`src/rtl/spi_adc_if.sv`:
```
`default_nettype none
// ============================================================================
// Module   : spi_adc_if
// Brief    : ADC serial link pins (CS, SCK, SDI, SDO, SDO output-enable).
// Revision : 1.0 - initial release
// ============================================================================
interface spi_adc_if;
  logic adc_cs;
  logic adc_sck;
  logic sdata_to_adc;
  logic sdata_from_adc;
  logic sdo_oe;

  modport master (
    output adc_cs,
    output adc_sck,
    output sdata_to_adc,
    input  sdata_from_adc,
    input  sdo_oe
  );

  modport slave (
    input  adc_cs,
    input  adc_sck,
    input  sdata_to_adc,
    output sdata_from_adc,
    output sdo_oe
  );
endinterface
`default_nettype wire

```
`src/rtl/spi_adc_responder.sv`:
```
`default_nettype none
// ============================================================================
// Module   : spi_adc_responder
// Brief    : MCP3002-style two-channel 10-bit ADC emulator on the SPI pins.
// Revision : 1.0 - initial release
// ============================================================================
module spi_adc_responder (
  input  wire        sysclk,
  input  wire        reset,
  spi_adc_if.slave   adc,
  input  wire  [9:0] ch0_value,
  input  wire  [9:0] ch1_value,
  output logic       conv_done,
  output logic [1:0] last_cmd,
  output logic [7:0] conv_count
);

  localparam logic [2:0] c_IDLE       = 3'd0;
  localparam logic [2:0] c_WAIT_START = 3'd1;
  localparam logic [2:0] c_CMD        = 3'd2;
  localparam logic [2:0] c_NULLBIT    = 3'd3;
  localparam logic [2:0] c_DATA       = 3'd4;
  localparam logic [2:0] c_TRAIL      = 3'd5;
  localparam logic [3:0] c_MSB_IDX    = 4'd9;

  logic [2:0]  r_cs_sync, r_sck_sync, r_sdi_sync;
  logic        w_cs_high, w_cs_fall, w_sck_rise, w_sck_fall, w_sdi;
  logic [2:0]  r_state, w_next_state;
  logic [1:0]  r_bit_cnt;
  logic        r_sgl, r_odd, r_msbf;
  logic [9:0]  r_sample, w_sample;
  logic [10:0] w_diff;
  logic [3:0]  r_idx;
  logic        r_d0_sent, r_lsb_phase, r_sdo, r_conv_done;
  logic [1:0]  r_last_cmd;
  logic [7:0]  r_conv_count;
  logic        w_sdo_oe;

  // Stages [0],[1] synchronise, [2] is the history flop for edge detection.
  always_ff @(posedge sysclk) begin
    if (reset) begin
      r_cs_sync  <= 3'b000;
      r_sck_sync <= 3'b000;
      r_sdi_sync <= 3'b000;
    end else begin
      r_cs_sync  <= {r_cs_sync[1:0], adc.adc_cs};
      r_sck_sync <= {r_sck_sync[1:0], adc.adc_sck};
      r_sdi_sync <= {r_sdi_sync[1:0], adc.sdata_to_adc};
    end
  end

  assign w_cs_high  = r_cs_sync[1];
  assign w_cs_fall  = ~r_cs_sync[1] & r_cs_sync[2];
  assign w_sck_rise = r_sck_sync[1] & ~r_sck_sync[2];
  assign w_sck_fall = ~r_sck_sync[1] & r_sck_sync[2];
  // SDI taken one stage later than SCK: still well inside the hold window.
  assign w_sdi      = r_sdi_sync[2];

  always_comb begin
    w_diff   = 11'd0;
    w_sample = 10'd0;
    if (r_sgl) begin
      w_sample = r_odd ? ch1_value : ch0_value;
    end else begin
      w_diff   = r_odd ? ({1'b0, ch1_value} - {1'b0, ch0_value})
                       : ({1'b0, ch0_value} - {1'b0, ch1_value});
      w_sample = w_diff[10] ? 10'd0 : w_diff[9:0];
    end
  end

  always_ff @(posedge sysclk) begin
    if (reset) r_state <= c_IDLE;
    else       r_state <= w_next_state;
  end

  always_comb begin
    w_next_state = r_state;
    if (w_cs_high) begin
      w_next_state = c_IDLE;
    end else begin
      case (r_state)
        c_IDLE:       if (w_cs_fall) w_next_state = c_WAIT_START;
        c_WAIT_START: if (w_sck_rise && w_sdi) w_next_state = c_CMD;
        c_CMD:        if (w_sck_rise && r_bit_cnt == 2'd2) w_next_state = c_NULLBIT;
        c_NULLBIT:    if (w_sck_fall) w_next_state = c_DATA;
        c_DATA: begin
          if (r_lsb_phase) begin
            if (w_sck_fall && r_idx == c_MSB_IDX) w_next_state = c_TRAIL;
          end else if (r_d0_sent && w_sck_rise && r_msbf) begin
            w_next_state = c_TRAIL;
          end
        end
        c_TRAIL:      w_next_state = c_TRAIL;
        default:      w_next_state = c_IDLE;
      endcase
    end
  end

  always_comb begin
    w_sdo_oe = 1'b0;
    if (r_state == c_DATA || r_state == c_TRAIL) w_sdo_oe = 1'b1;
  end

  assign adc.sdo_oe         = w_sdo_oe;
  assign adc.sdata_from_adc = w_sdo_oe & r_sdo;
  assign conv_done          = r_conv_done;
  assign last_cmd           = r_last_cmd;
  assign conv_count         = r_conv_count;

  always_ff @(posedge sysclk) begin
    if (reset) begin
      r_bit_cnt    <= 2'd0;
      r_sgl        <= 1'b0;
      r_odd        <= 1'b0;
      r_msbf       <= 1'b0;
      r_sample     <= 10'd0;
      r_idx        <= 4'd0;
      r_d0_sent    <= 1'b0;
      r_lsb_phase  <= 1'b0;
      r_sdo        <= 1'b0;
      r_conv_done  <= 1'b0;
      r_last_cmd   <= 2'b00;
      r_conv_count <= 8'd0;
    end else begin
      r_conv_done <= 1'b0;
      if (w_cs_high) begin
        r_bit_cnt   <= 2'd0;
        r_idx       <= 4'd0;
        r_d0_sent   <= 1'b0;
        r_lsb_phase <= 1'b0;
        r_sdo       <= 1'b0;
      end else begin
        case (r_state)
          c_WAIT_START: if (w_sck_rise && w_sdi) r_bit_cnt <= 2'd0;
          c_CMD: begin
            if (w_sck_rise) begin
              r_bit_cnt <= r_bit_cnt + 2'd1;
              case (r_bit_cnt)
                2'd0:    r_sgl <= w_sdi;
                2'd1:    r_odd <= w_sdi;
                default: begin
                  r_msbf     <= w_sdi;
                  r_sample   <= w_sample;
                  r_last_cmd <= {r_sgl, r_odd};
                end
              endcase
            end
          end
          c_NULLBIT: begin
            if (w_sck_fall) begin
              r_sdo <= 1'b0;
              r_idx <= c_MSB_IDX;
            end
          end
          c_DATA: begin
            if (r_lsb_phase) begin
              if (w_sck_fall) begin
                r_sdo <= r_sample[r_idx];
                r_idx <= r_idx + 4'd1;
              end
            end else if (!r_d0_sent) begin
              if (w_sck_fall) begin
                r_sdo <= r_sample[r_idx];
                if (r_idx == 4'd0) r_d0_sent <= 1'b1;
                else               r_idx     <= r_idx - 4'd1;
              end
            end else if (w_sck_rise) begin
              // Initiator has just sampled D0: the conversion counts as done.
              r_conv_done  <= 1'b1;
              r_conv_count <= r_conv_count + 8'd1;
              if (!r_msbf) begin
                r_lsb_phase <= 1'b1;
                r_idx       <= 4'd1;
              end
            end
          end
          c_TRAIL: if (w_sck_fall) r_sdo <= 1'b0;
          default: ;
        endcase
      end
    end
  end

endmodule
`default_nettype wire
```
`src/flat_wrapper.sv`:
```
// flat-port wrapper written by rule: the top's interface ports become plain ports
module spi_adc_responder_flat 
  (sysclk, reset, ch0_value, ch1_value, conv_done, last_cmd, conv_count, adc_adc_cs, adc_adc_sck, adc_sdata_to_adc, adc_sdata_from_adc, adc_sdo_oe);
  spi_adc_if adc_i ();
  input  wire sysclk;
  input  wire reset;
  input  wire  [9:0] ch0_value;
  input  wire  [9:0] ch1_value;
  output logic conv_done;
  output logic [1:0] last_cmd;
  output logic [7:0] conv_count;
  input wire logic [$bits(adc_i.adc_cs)-1:0] adc_adc_cs;
  input wire logic [$bits(adc_i.adc_sck)-1:0] adc_adc_sck;
  input wire logic [$bits(adc_i.sdata_to_adc)-1:0] adc_sdata_to_adc;
  output wire logic [$bits(adc_i.sdata_from_adc)-1:0] adc_sdata_from_adc;
  output wire logic [$bits(adc_i.sdo_oe)-1:0] adc_sdo_oe;
  assign adc_i.adc_cs = adc_adc_cs;
  assign adc_i.adc_sck = adc_adc_sck;
  assign adc_i.sdata_to_adc = adc_sdata_to_adc;
  assign adc_sdata_from_adc = adc_i.sdata_from_adc;
  assign adc_sdo_oe = adc_i.sdo_oe;
  spi_adc_responder u_core (.sysclk(sysclk), .reset(reset), .adc(adc_i), .ch0_value(ch0_value), .ch1_value(ch1_value), .conv_done(conv_done), .last_cmd(last_cmd), .conv_count(conv_count));
endmodule
```
`config.mk`:
```
export PLATFORM = sky130hd
export DESIGN_NAME = spi_adc_responder_flat
export DESIGN_NICKNAME = d
export VERILOG_FILES = /design/src/rtl/spi_adc_if.sv /design/src/rtl/spi_adc_responder.sv /design/src/flat_wrapper.sv
export SDC_FILE = /design/constraint.sdc
export NUM_CORES = 1
export LEC_CHECK = 0
export CORE_UTILIZATION = 61
export DETAILED_ROUTE_END_ITERATION = 6
export PLACE_DENSITY = 0.83
export SYNTH_ARGS = -nofsm -noshare
export SYNTH_HDL_FRONTEND = slang
export SYNTH_SLANG_ARGS = --single-unit
```
`constraint.sdc`:
```
create_clock -name sysclk -period 7.11 [get_ports sysclk]
set_input_delay 0.711 -clock sysclk [delete_from_list [all_inputs] [get_ports sysclk]]
set_output_delay 0.711 -clock sysclk [all_outputs]
set_load 0.02 [all_outputs]
```
# Yosys cells after proc, flatten, opt, wreduce, memory -nomap -nowiden
# Cells that the tools add are included.
# Widths: inputs -> output; s select.
dict set report classes {
  reduce_logical 25
  order_cmp 1
  n_eq_ne 22
  addsub 6
  muxes 40
  bitwise_logic 11
}
# op count
set op_table {}
lappend op_table {{$mux 4} 8}
lappend op_table {{$mux 10} 3}
lappend op_table {{$sub 10x10->11} 2}
lappend op_table {{$mux 3} 7}
lappend op_table {{$pmux 3 s6} 1}
lappend op_table {{$mux 1} 14}
lappend op_table {{$ne 2x1->1 const B} 6}
lappend op_table {{$reduce_and 4->1} 3}
lappend op_table {{$mux 11} 1}
lappend op_table {{$add 8x1->8 const B} 1}
lappend op_table {{$pmux 4 s2} 1}
lappend op_table {{$not 1->1} 7}
lappend op_table {{$reduce_and 7->1} 1}
lappend op_table {{$eq 3x2->1 const B} 2}
lappend op_table {{$eq 3x3->1 const B} 2}
lappend op_table {{$ne 3x1->1 const B} 2}
lappend op_table {{$ne 3x3->1 const B} 2}
lappend op_table {{$reduce_and 3->1} 2}
lappend op_table {{$reduce_and 6->1} 1}
lappend op_table {{$reduce_bool 2->1} 3}
lappend op_table {{$reduce_or 2->1} 3}
lappend op_table {{$logic_and 1x1->1} 5}
lappend op_table {{$lt 4x5->1 const B} 1}
lappend op_table {{$reduce_and 5->1} 1}
lappend op_table {{other kinds (22)} 26}
dict set report totals {
  reg_bits 45
  elab_cells 121
}

# Longest topological paths before layout
# Gate-level depths: netlist (run 1).
dict set report logic_depth {
  ltp_word 7
  depth_mapped 10
  ltp_nobuf 10
}

# Least setup slack after synthesis (run 1)
# Ideal clock, no wire load.
dict set report synth_path {
  path_type {input -> register}
  start {in ch1_value[0]}
  end {reg u_core.r_sample[0]}
  path_buffers 0
  path_slack_ps 4289
  t_arrival_ps 2689
  setup_time_ps 131
  cell_stages 10
  cell_sequence {inv_1 > ha_1 > inv_1 > fa_1 > a21o_1 > a211o_1 > a41oi_1 > o22ai_1 > a221oi_1 > nor3_1}
}
dict set report synth_via {
  elab_chain_len 4
  word_cells_on_any_way 6
  cone_classes {2 x add/sub; 4 x mux}
}
# element line
set synth_lines {}
lappend synth_lines {{start, declared} flat_wrapper.sv:8} ;# input wire [9:0] ch1_value;
lappend synth_lines {{$sub 10x10->11 (on tied branches)} {spi_adc_responder.sv:66, spi_adc_responder.sv:65}}
lappend synth_lines {{$mux 11} spi_adc_responder.sv:65} ;# w_diff = r_odd ? ({1'b0, ch1_value} - {1'b0, ch0_value})
lappend synth_lines {{$mux 10} spi_adc_responder.sv:67} ;# w_sample = w_diff[10] ? 10'd0 : w_diff[9:0];
lappend synth_lines {{$mux 10 *} spi_adc_responder.sv:62} ;# if (r_sgl) begin
lappend synth_lines {{end signal, assigned} spi_adc_responder.sv:143} ;# r_sample <= w_sample;
lappend synth_lines {{end, declared} spi_adc_responder.sv:31} ;# logic [9:0] r_sample, w_sample;
# Mark *: on every way between the ends. The rest lies on a longest branch, timed or not.
# A chain may end at the register's enable or synchronous reset.

# Worst setup path in the final report (run 1)
# Same ends and word-level chain as after synthesis.

==> results of run 1 <==
kinds of logic (layout without fill, tap and decap cells):
group / count (synthesis) / count (layout) / share of synthesized area
buf+inv: 62 / 84 / 0.0843
xor+xnor: 13 / 13 / 0.0359
mux: 17 / 17 / 0.0623
fa+ha+maj: 30 / 30 / 0.123
simple gates: 127 / 127 / 0.203
flops: 45 / 45 / 0.284
compound gates: 100 / 100 / 0.208
per-layer routing:
layer,track usage,vias to the layer above,routed length [µm]
li1,-,1421,-
met1,0.332,1298,3150
met2,0.454,77,3180
met3,0.0447,7,286
met4,0.0705,0,60
met5,0,-,0
worst max path at each step:
stage / from / cells after the start / slack, ns / to
floorplan: ch1_value[0] / 10 / 4.29 / u_core.r_sample[0]
global placement: ch1_value[0] / 11 / 3.62 / u_core.r_sample[0]
detailed placement: ch1_value[0] / 11 / 3.55 / u_core.r_sample[0]
CTS: ch1_value[0] / 11 / 3.88 / u_core.r_sample[0]
global route: ch1_value[0] / 11 / 3.62 / u_core.r_sample[0]
finish: ch1_value[0] / 11 / 3.84 / u_core.r_sample[0]
cell type report:
cell class / count / area share
Inverter: 37 / 0.0382
Timing Repair Buffer: 39 / 0.106
Multi-Input combinational cell: 287 / 0.553
Sequential cell: 45 / 0.248
Clock inverter: 3 / 0.0127
Tap cell: 67 / 0.0231
Clock buffer: 5 / 0.0190
cells in the mapped netlist (3+ instances only):
| cell type | n |
|---|---|
| inv_1 | 37 |
| a41oi_1 | 3 |
| nor2_1 | 33 |
| xor2_1 | 7 |
| nand3_1 | 7 |
| or3_1 | 7 |
| nand2_1 | 33 |
| a211oi_1 | 9 |
| o21ai_0 | 26 |
| a21oi_1 | 22 |
| a221oi_1 | 4 |
| a32oi_1 | 3 |
| mux2i_1 | 13 |
| a31oi_1 | 7 |
| o31ai_1 | 3 |
| buf_6 | 3 |
| xnor2_1 | 6 |
| o21ai_1 | 3 |
| nor2b_1 | 15 |
| dfxtp_1 | 45 |
| nand3b_1 | 3 |
| clkbuf_1 | 20 |
| a221oi_2 | 3 |
| and2_1 | 3 |
| nor3_1 | 9 |
| nand2b_1 | 3 |
| ha_1 | 28 |
| nand4_1 | 3 |
power groups by stage:
stage	Combinational, W	Sequential, W	Clock, W
after floorplan	0.0000568	0.000261	0
after CTS	0.0000861	0.000256	0.000198
after global placement	0.0000837	0.000262	0
after detailed placement	0.0000857	0.000262	0
final	0.0000869	0.000256	0.000197
after global routing	0.0000954	0.000256	0.000208
flip-flops by register name, summed over array words and instances (netlist names):
name,count
u_core.r_sdi_sync,3
u_core.r_sample,10
u_core.r_msbf,1
u_core.r_idx,4
u_core.r_sgl,1
u_core.conv_done,1
u_core.r_sdo,1
u_core.conv_count,8
u_core.r_cs_sync,3
u_core.r_sck_sync,3
u_core.r_odd,1
u_core.r_state,3
u_core.r_d0_sent,1
u_core.last_cmd,2
u_core.r_bit_cnt,2
u_core.r_lsb_phase,1
through the flow:
step / instances / utilization / hold slack [ns]
4_1_cts: 483 / 0.744 / 0.447
3_5_place_dp: 475 / 0.721 / 0.425
5_1_grt: 483 / 0.744 / 0.464
3_3_place_gp: 475 / 0.721 / 0.416
2_1_floorplan: 394 / - / 0.414
6_report: 483 / 0.744 / 0.447
worst max-delay path: cells and delay by family:
kind,cells,cell delay (ns)
simple gates,1,0.07
fa+ha+maj,2,0.55
compound gates,5,1.50
buf+inv,3,0.57
==> results.sh, run 1 <==
export IMPL_status="completed"
export IMPL_dr_pass1_iters=5
export IMPL_routed_wl_um=6680
export IMPL_fin_tns_setup_ns=0
export IMPL_dieHeight_um=74.2
export IMPL_hold_depth=1
export IMPL_pwr_share_seq=0.474
export IMPL_cts_buffer_depth=2
export IMPL_critPathSlowestCell="clkdlybuf4s50_1"
export IMPL_timing_rr_end="u_core.r_sample[0]"
export IMPL_synth_top_area_frac=0.284
export IMPL_layout_commonest_cell="dfxtp_1"
export IMPL_placementRows=25
export IMPL_root_buffer="clkbuf_8"
export IMPL_numCtsBuffers=5
export IMPL_grt_overflow_total=0
export IMPL_syn_num_nets=449
export IMPL_htree_num_levels=2
export IMPL_drive_above_1_share=0.0553
export IMPL_synth_cell_type_count=54
export IMPL_pre_cts_ws_ns=3.55
export IMPL_grt_pass1_vias=2610
export IMPL_switching_share=0.260
export IMPL_syn_avg_cell_area_um2=8.06
export IMPL_fin_nets=470
export IMPL_finClkSkew_ns=0.0116
export IMPL_yosys_top_cells_area="dfxtp_1, ha_1, inv_1"
export IMPL_syn2layout_area_growth_pct=14.3
export IMPL_vias_per_cell=5.80
export IMPL_setup_viol=0
export IMPL_finalHoldViolations=0
export IMPL_reg2reg_depth=7
export IMPL_layout_area_seq_um2=901
export IMPL_synth_edf_count=0
export IMPL_hp_start="u_core.r_sck_sync[0]"
export IMPL_critPathMaxStageDelay_ns=0.45
export IMPL_grtUsageTotal=0.260
export IMPL_die_w_um=74.2
export IMPL_max_freq_ghz=0.306
export IMPL_fin_crit_sh=0.460
export IMPL_ys_warn_count=0
export IMPL_wire_per_inst_um=13.8
export IMPL_postRouteAntennaNets=0
export IMPL_synthesis_area_um2=3180
export IMPL_multiInputGateArea_um2=2010
export IMPL_synthArstFlopShare=0
export IMPL_cts_repair_resized=0
export IMPL_ys_flop_type="dfxtp_1"
export IMPL_synth_seq_area_share=0.284
export IMPL_required_ns=7.25
export IMPL_r2r_slack_ns=4.56
export IMPL_via_count=2803
export IMPL_p_clk_frac=0.365
export IMPL_port_buffers=37
export IMPL_maxCapViolCount=0
export IMPL_initial_utilization=0.651
export IMPL_dp_hpwl_um=4930
export IMPL_crit_top_cell="inv_1"
export IMPL_clock_sinks=45
export IMPL_drc=0
export IMPL_path_clk_slew_ns=0.09
export IMPL_post_dp_cell_area_um2=3520
export IMPL_crit_path_start_kind="input port"
export IMPL_rsz0062_at_grt="no"
export IMPL_worstMarginPinSlew_ns=0.952
export IMPL_hold_buffers=0
export IMPL_cts_tree="built"
export IMPL_drt_initial_drc_count=185
export IMPL_finalPower_w=0.000539
export IMPL_slew_headroom=0.363
export IMPL_grt_antenna_before_repair=0
export IMPL_die_area_um2=5500
export IMPL_hold_path_class="reg -> reg"
export IMPL_end_kind="flip-flop"
export IMPL_critPathArrivalTime_ns=3.41
export IMPL_nFillCells=405
export IMPL_io_pins=38
export IMPL_post_route_min_period_ns=3.27
export IMPL_path_cells="clkdlybuf4s50_1 -> inv_1 -> ha_1 -> inv_1 -> fa_1 -> a21o_1 -> a211o_1 -> a41oi_1 -> o22ai_1 -> a221oi_1 -> nor3_1"
export IMPL_timing_rr_start="u_core.r_odd"
export IMPL_p_leak_nw=1.41
export IMPL_p_per_area_nw_per_um2=149
export IMPL_internal_power_w=0.000399
export IMPL_ys_ff_latch=45
export IMPL_final_cell_area_um2=3630
export IMPL_combinationalPowerShare=0.161
export IMPL_grt_first_pass_wirelength_um=11300
export IMPL_postCtsSetupBuffers=0
export IMPL_antenna_cells=0
export IMPL_grt_max_degree=30
export IMPL_core_um2=4880
export IMPL_synth_top_cell_by_area="dfxtp_1"
export IMPL_worst_slack_ns=3.84
export IMPL_worstPathMaxFanout=8
export IMPL_worstSkewPairLatency_ns=0.30
export IMPL_ir_drop_uv=98.8
export IMPL_power_switching_w=0.000140
export IMPL_min_to="u_core.r_sck_sync[1]"
export IMPL_drv_slew=0
export IMPL_place_gp_congestion=0.826
export IMPL_critPathKind="in -> reg"
export IMPL_layout_common_cells="dfxtp_1, inv_1, clkdlybuf4s50_1, nand2_1, nor2_1"
export IMPL_syn_instance_count=394
Power figures use the tool's default switching activity.
==> run 2: changes to the inputs <==
--- a/config.mk
+++ b/config.mk
@@ -5,9 +5,9 @@
 export SDC_FILE = /design/constraint.sdc
 export NUM_CORES = 1
 export LEC_CHECK = 0
-export CORE_UTILIZATION = 61
+export CORE_UTILIZATION = 51
 export DETAILED_ROUTE_END_ITERATION = 6
-export PLACE_DENSITY = 0.83
+export PLACE_DENSITY = 0.74
 export SYNTH_ARGS = -nofsm -noshare
 export SYNTH_HDL_FRONTEND = slang
 export SYNTH_SLANG_ARGS = --single-unit
==> constraint.sdc (replaced) <==
create_clock -name sysclk -period 2.88 [get_ports sysclk]
set_input_delay 0.288 -clock sysclk [delete_from_list [all_inputs] [get_ports sysclk]]
set_output_delay 0.288 -clock sysclk [all_outputs]
set_load 0.02 [all_outputs]
==> run 2 against run 1 <==
  * Clock power is 100% higher
  * Sequential power is 150% higher
  * Setup slack worse by 3.7 ns
  * Critical endpoint unchanged
==> results.sh, run 2 (same netlist as run 1, synthesis figures left out) <==
export IMPL_status="completed"
export IMPL_hold_depth=1
export IMPL_layout_commonest_cell="dfxtp_1"
export IMPL_cts_repair_resized=0
export IMPL_htree_num_levels=2
export IMPL_postRouteAntennaNets=0
export IMPL_setup_viol=0
export IMPL_slew_headroom=0.448
export IMPL_grt_pass1_vias=2592
export IMPL_grt_first_pass_wirelength_um=11400
export IMPL_core_um2=5960
export IMPL_worstSkewPairLatency_ns=0.30
export IMPL_dp_cells=496
export IMPL_largest_register="u_core.r_sample"
export IMPL_dr_pass1_iters=4
export IMPL_end_kind="flip-flop"
export IMPL_fin_tns_setup_ns=0
export IMPL_vias_per_cell=5.50
export IMPL_critPathKind="in -> reg"
export IMPL_grt_antenna_before_repair=0
export IMPL_layout_common_cells="dfxtp_1, inv_1, clkdlybuf4s50_1, nand2_1, nor2_1"
export IMPL_clock_sinks=45
export IMPL_reg2reg_depth=6
export IMPL_drv_slew=0
export IMPL_place_gp_congestion=0.864
export IMPL_die_area_um2=6550
export IMPL_rsz0062_at_grt="no"
export IMPL_numCtsBuffers=5
export IMPL_post_route_min_period_ns=2.71
export IMPL_ir_drop_uv=389
export IMPL_r2r_slack_ns=0.52
export IMPL_path_clk_slew_ns=0.09
export IMPL_grt_overflow_total=0
export IMPL_critPathArrivalTime_ns=2.89
export IMPL_drive_above_1_share=0.0839
export IMPL_cts_tree="built"
export IMPL_syn2layout_area_growth_pct=17.0
export IMPL_nFillCells=552
export IMPL_dieHeight_um=80.9
export IMPL_placementRows=28
export IMPL_grtUsageTotal=0.220
export IMPL_wire_per_inst_um=13.3
export IMPL_routed_wl_um=6680
export IMPL_drt_initial_drc_count=146
export IMPL_layoutNonFillerInstCount=504
export IMPL_timing_rr_start="u_core.r_state[1]"
export IMPL_hold_buffers=0
export IMPL_postCtsSetupBuffers=0
export IMPL_finalHoldViolations=0
export IMPL_drc=0
export IMPL_hp_start="u_core.r_sck_sync[0]"
export IMPL_hold_path_class="reg -> reg"
export IMPL_dp_hpwl_um=5000
export IMPL_timing_rr_end="u_core.r_sample[7]"
export IMPL_via_count=2774
export IMPL_worstPathMaxFanout=8
export IMPL_initial_utilization=0.533
export IMPL_fin_crit_sh=0.940
export IMPL_io_pins=38
export IMPL_antenna_cells=0
export IMPL_final_util=0.624
export IMPL_min_to="u_core.r_sck_sync[1]"
export IMPL_fin_nets=483
export IMPL_worstMarginPinSlew_ns=0.828
export IMPL_die_w_um=80.9
export IMPL_p_leak_nw=1.46
export IMPL_crit_path_start_kind="input port"
export IMPL_root_buffer="clkbuf_8"
export IMPL_port_buffers=37
export IMPL_finClkSkew_ns=0.00954
export IMPL_grt_max_degree=17
export IMPL_maxCapViolCount=0
export IMPL_max_freq_ghz=0.369
export IMPL_cts_buffer_depth=2
export IMPL_required_ns=3.06
export IMPL_largest_reg_flops=10
export IMPL_p_per_area_nw_per_um2=339
-- run 2: cell count changes in the layout (fill, tap and decap cells not counted), sizes merged --
| cell | before | now |
|---|---|---|
| clkinvlp | 1 | 3 |
| clkinv | 1 | 0 |
| buf | 2 | 15 |
| bufinv | 1 | 0 |
-- run 2: area by class of cell --
cell class / instances / area (µm²) / share of cell area
repair buffers: 52 / 483 / 0.130
inverters: 37 / 139 / 0.0374
flip-flops and latches: 45 / 901 / 0.243
well taps: 75 / 93.8 / 0.0253
clock inverters: 3 / 22.5 / 0.00606
clock buffers: 5 / 68.8 / 0.0185
multi-input cells: 287 / 2010 / 0.540
-- run 2: per-stage QoR --
stage	hold slack (ns)	total power [W]	setup WS (ns)	area (µm²)
finish	0.447	0.00126	0.173	3710
global route	0.470	0.00132	0.0401	3710
CTS	0.455	0.00127	0.165	3710
detailed placement	0.424	0.000876	-0.149	3620
global placement	0.415	0.000872	-0.0391	3620
floorplan	0.360	0.000784	0.482	3180
-- run 2: metal layers --
layer / part of all wire / wire length (µm) / track usage / vias up
li1: - / - / - / 1439
met1: 0.49 / 3290 / 0.281 / 1279
met2: 0.47 / 3160 / 0.379 / 51
met3: 0.027 / 183 / 0.0371 / 5
met4: 0.0078 / 52 / 0.0625 / 0
met5: 0 / 0 / 0 / -
-- run 2: how the worst max path moves through the flow --
| stage | end | cells past startpoint | from |
|---|---|---|---|
| 2_1_floorplan | u_core.r_sample[0] | 10 | ch1_value[0] |
| 3_3_place_gp | u_core.r_sample[0] | 10 | ch0_value[0] |
| 3_5_place_dp | u_core.r_sample[0] | 11 | ch1_value[0] |
| 4_1_cts | u_core.r_sample[0] | 11 | ch1_value[0] |
| 5_1_grt | u_core.r_sample[0] | 11 | ch1_value[0] |
| 6_report | u_core.r_sample[0] | 11 | ch1_value[0] |
-- run 2: power breakdown --
part / switching (W) / total (W) / internal (W) / leakage, nW
sequential: 0.00000434 / 0.000631 / 0.000627 / 0.364
clock: 0.000226 / 0.000396 / 0.000170 / 0.0364
combinational: 0.000119 / 0.000231 / 0.000113 / 1.06
total: 0.000349 / 0.00126 / 0.000910 / 1.46
-- run 2: worst max-delay path: stages --
cell,delay (ns)
clkdlybuf4s50_1,0.44
inv_1,0.07
ha_1,0.16
inv_1,0.06
fa_1,0.40
a21o_1,0.18
a211o_1,0.31
a41oi_1,0.25
o22ai_1,0.30
a221oi_1,0.38
nor3_1,0.07
==> run 3: changes to the inputs <==
--- a/config.mk
+++ b/config.mk
@@ -5,9 +5,10 @@
 export SDC_FILE = /design/constraint.sdc
 export NUM_CORES = 1
 export LEC_CHECK = 0
-export CORE_UTILIZATION = 51
+export CORE_UTILIZATION = 56
 export DETAILED_ROUTE_END_ITERATION = 6
-export PLACE_DENSITY = 0.74
+export PLACE_DENSITY = 0.77
+export SETUP_SLACK_MARGIN = 0.15
 export SYNTH_ARGS = -nofsm -noshare
 export SYNTH_HDL_FRONTEND = slang
 export SYNTH_SLANG_ARGS = --single-unit
==> constraint.sdc (replaced) <==
create_clock -name sysclk -period 2.7 [get_ports sysclk]
set_input_delay 0.27 -clock sysclk [delete_from_list [all_inputs] [get_ports sysclk]]
set_output_delay 0.27 -clock sysclk [all_outputs]
set_load 0.1 [all_outputs]
==> run 3 against run 2 <==
  * Flip-flop and latch count unchanged
  * Count of clock-buffer cells in the layout unchanged
  * Clock power increased by 23%
  * Via count increased by 3.4%
  * Sequential power increased by 6.5%
  * Register-to-register slack got worse by 0.09 ns
  * Critical path depth unchanged
  * First-iteration DRC count decreased by 3.4%
  * Final cell count increased by 0.79%
  * Combinational power increased by 16%
  * Die area decreased by 8.7%
  * Non-clock buffer count increased by 8
  * Critical endpoint is now u_core.r_sample[4]
==> results.sh, run 3 (same netlist as run 1, synthesis figures left out) <==
export IMPL_status="completed"
export IMPL_syn2layout_area_growth_pct=19.7
export IMPL_power_switching_w=0.000359
export IMPL_dp_hpwl_um=5230
export IMPL_grt_antenna_before_repair=0
export IMPL_drv_slew=0
export IMPL_grt_max_degree=21
export IMPL_final_util=0.695
export IMPL_finClkSkew_ns=0.00827
export IMPL_r2r_slack_ns=0.43
export IMPL_core_um2=5470
export IMPL_timing_rr_end="u_core.r_idx[3]"
export IMPL_clock_sinks=45
export IMPL_fin_tns_setup_ns=0
export IMPL_critPathArrivalTime_ns=2.62
export IMPL_critPathKind="in -> reg"
export IMPL_nFillCells=467
export IMPL_end_kind="flip-flop"
export IMPL_grt_pass1_vias=2697
export IMPL_post_route_min_period_ns=2.44
export IMPL_finalHoldViolations=0
export IMPL_layout_commonest_cell="dfxtp_1"
export IMPL_antenna_cells=0
export IMPL_wire_per_inst_um=13.5
export IMPL_min_to="u_core.r_sck_sync[1]"
export IMPL_grt_overflow_total=0
export IMPL_p_clk_frac=0.342
export IMPL_hold_ws_ns=0.445
export IMPL_finalPower_w=0.00143
export IMPL_path_clk_slew_ns=0.08
export IMPL_combinationalPowerShare=0.187
export IMPL_layout_area_seq_um2=901
export IMPL_cts_tree="built"
export IMPL_vias_per_cell=5.65
export IMPL_ir_drop_uv=321
export IMPL_dieHeight_um=77.3
export IMPL_drt_initial_drc_count=141
export IMPL_fin_crit_sh=0.903
export IMPL_grtUsageTotal=0.246
export IMPL_dr_pass1_iters=4
export IMPL_maxCapViolCount=0
export IMPL_worstMarginPinSlew_ns=0.534
export IMPL_placementRows=27
export IMPL_initial_utilization=0.580
export IMPL_max_freq_ghz=0.410
export IMPL_routed_wl_um=6850
export IMPL_die_w_um=77.3
export IMPL_largest_register="u_core.r_sample"
export IMPL_root_buffer="clkbuf_8"
export IMPL_slew_headroom=0.641
export IMPL_worstSkewPairLatency_ns=0.29
export IMPL_via_count=2869
export IMPL_htree_num_levels=2
export IMPL_hp_start="u_core.r_sck_sync[0]"
export IMPL_io_pins=38
export IMPL_multiInputGateArea_um2=2060
export IMPL_crit_path_start_kind="input port"
export IMPL_largest_reg_flops=10
export IMPL_drive_above_1_share=0.147
export IMPL_cts_buffer_depth=2
export IMPL_grt_first_pass_wirelength_um=12000
export IMPL_numCtsBuffers=5
export IMPL_hold_depth=1
export IMPL_required_ns=2.88
export IMPL_setup_viol=0
export IMPL_pwr_share_seq=0.471
export IMPL_dp_cells=501
export IMPL_port_buffers=37
export IMPL_worstPathMaxFanout=8
export IMPL_p_per_area_nw_per_um2=376
export IMPL_hold_buffers=0
export IMPL_hold_path_class="reg -> reg"
export IMPL_die_area_um2=5980
export IMPL_switching_share=0.251
export IMPL_rsz0062_at_grt="no"
export IMPL_internal_power_w=0.00107
export IMPL_fin_nets=491
export IMPL_layoutNonFillerInstCount=508
export IMPL_place_gp_congestion=0.820
export IMPL_reg2reg_depth=8
export IMPL_postRouteAntennaNets=0
export IMPL_layout_common_cells="dfxtp_1, inv_1, buf_4, nand2_1, nor2_1"
export IMPL_timing_rr_start="u_core.r_idx[0]"
export IMPL_drc=0
export IMPL_p_leak_nw=1.56
==> run 3: cell count changes in the layout (fill, tap and decap cells not counted), sizes merged <==
cell | previous run | this run
clkinv | 0 | 1
buf | 15 | 36
clkinvlp | 3 | 0
clkdlybuf4s50 | 37 | 24
bufinv | 0 | 1
==> run 3: layout make-up <==
| cell class | instances | share of cell area |
|---|---|---|
| clock buffers | 5 | 0.0181 |
| repair buffers | 60 | 0.134 |
| inverters | 37 | 0.0365 |
| well taps | 72 | 0.0237 |
| multi-input cells | 287 | 0.541 |
| clock inverters | 2 | 0.00922 |
| flip-flops and latches | 45 | 0.237 |
==> run 3: critical path: stages <==
cell	delay, ns
clkdlybuf4s50_1	0.43
inv_1	0.07
ha_2	0.17
inv_1	0.05
fa_2	0.34
a21o_1	0.17
a211o_1	0.31
a41oi_2	0.25
o22ai_4	0.18
a221oi_2	0.30
nor2_1	0.07
==> run 3: how the worst max path moves through the flow <==
stage	from	to	depth (start not counted)
after global placement	ch0_value[0]	u_core.r_sample[0]	10
final	ch1_value[0]	u_core.r_sample[4]	11
after global routing	ch1_value[0]	u_core.r_sample[7]	12
after floorplan	ch1_value[0]	u_core.r_sample[0]	10
after CTS	ch0_value[0]	u_core.r_sample[0]	10
after detailed placement	ch0_value[0]	u_core.r_sample[0]	10
==> run 3: power groups by stage <==
stage / clock [W] / sequential (W) / combinational, W
after global routing: 0.000527 / 0.000673 / 0.000297
after detailed placement: 0 / 0.000688 / 0.000255
after floorplan: 0 / 0.000687 / 0.000150
final: 0.000489 / 0.000672 / 0.000268
after CTS: 0.000496 / 0.000672 / 0.000262
after global placement: 0 / 0.000688 / 0.000250
==> run 3: metrics by stage <==
step,cell area (µm²),setup slack (ns)
2_1_floorplan,3180,0.320
3_3_place_gp,3650,-0.179
5_1_grt,3800,0.129
3_5_place_dp,3650,-0.271
6_report,3800,0.262
4_1_cts,3770,0.216
==> run 3: timing repair <==
| item | CTS | global route |
|---|---|---|
| endpoints found under the setup margin | 8 | 7 |
| pin swaps | 0 | 2 |
| resized for setup | 3 | 6 |
| buffers inserted | 0 | 0 |
==> run 3: layer usage <==
metal | routed length, µm | global-route usage
met4 | 71 | 0.0585
met3 | 287 | 0.0357
met2 | 3360 | 0.423
met5 | 0 | 0
met1 | 3130 | 0.322
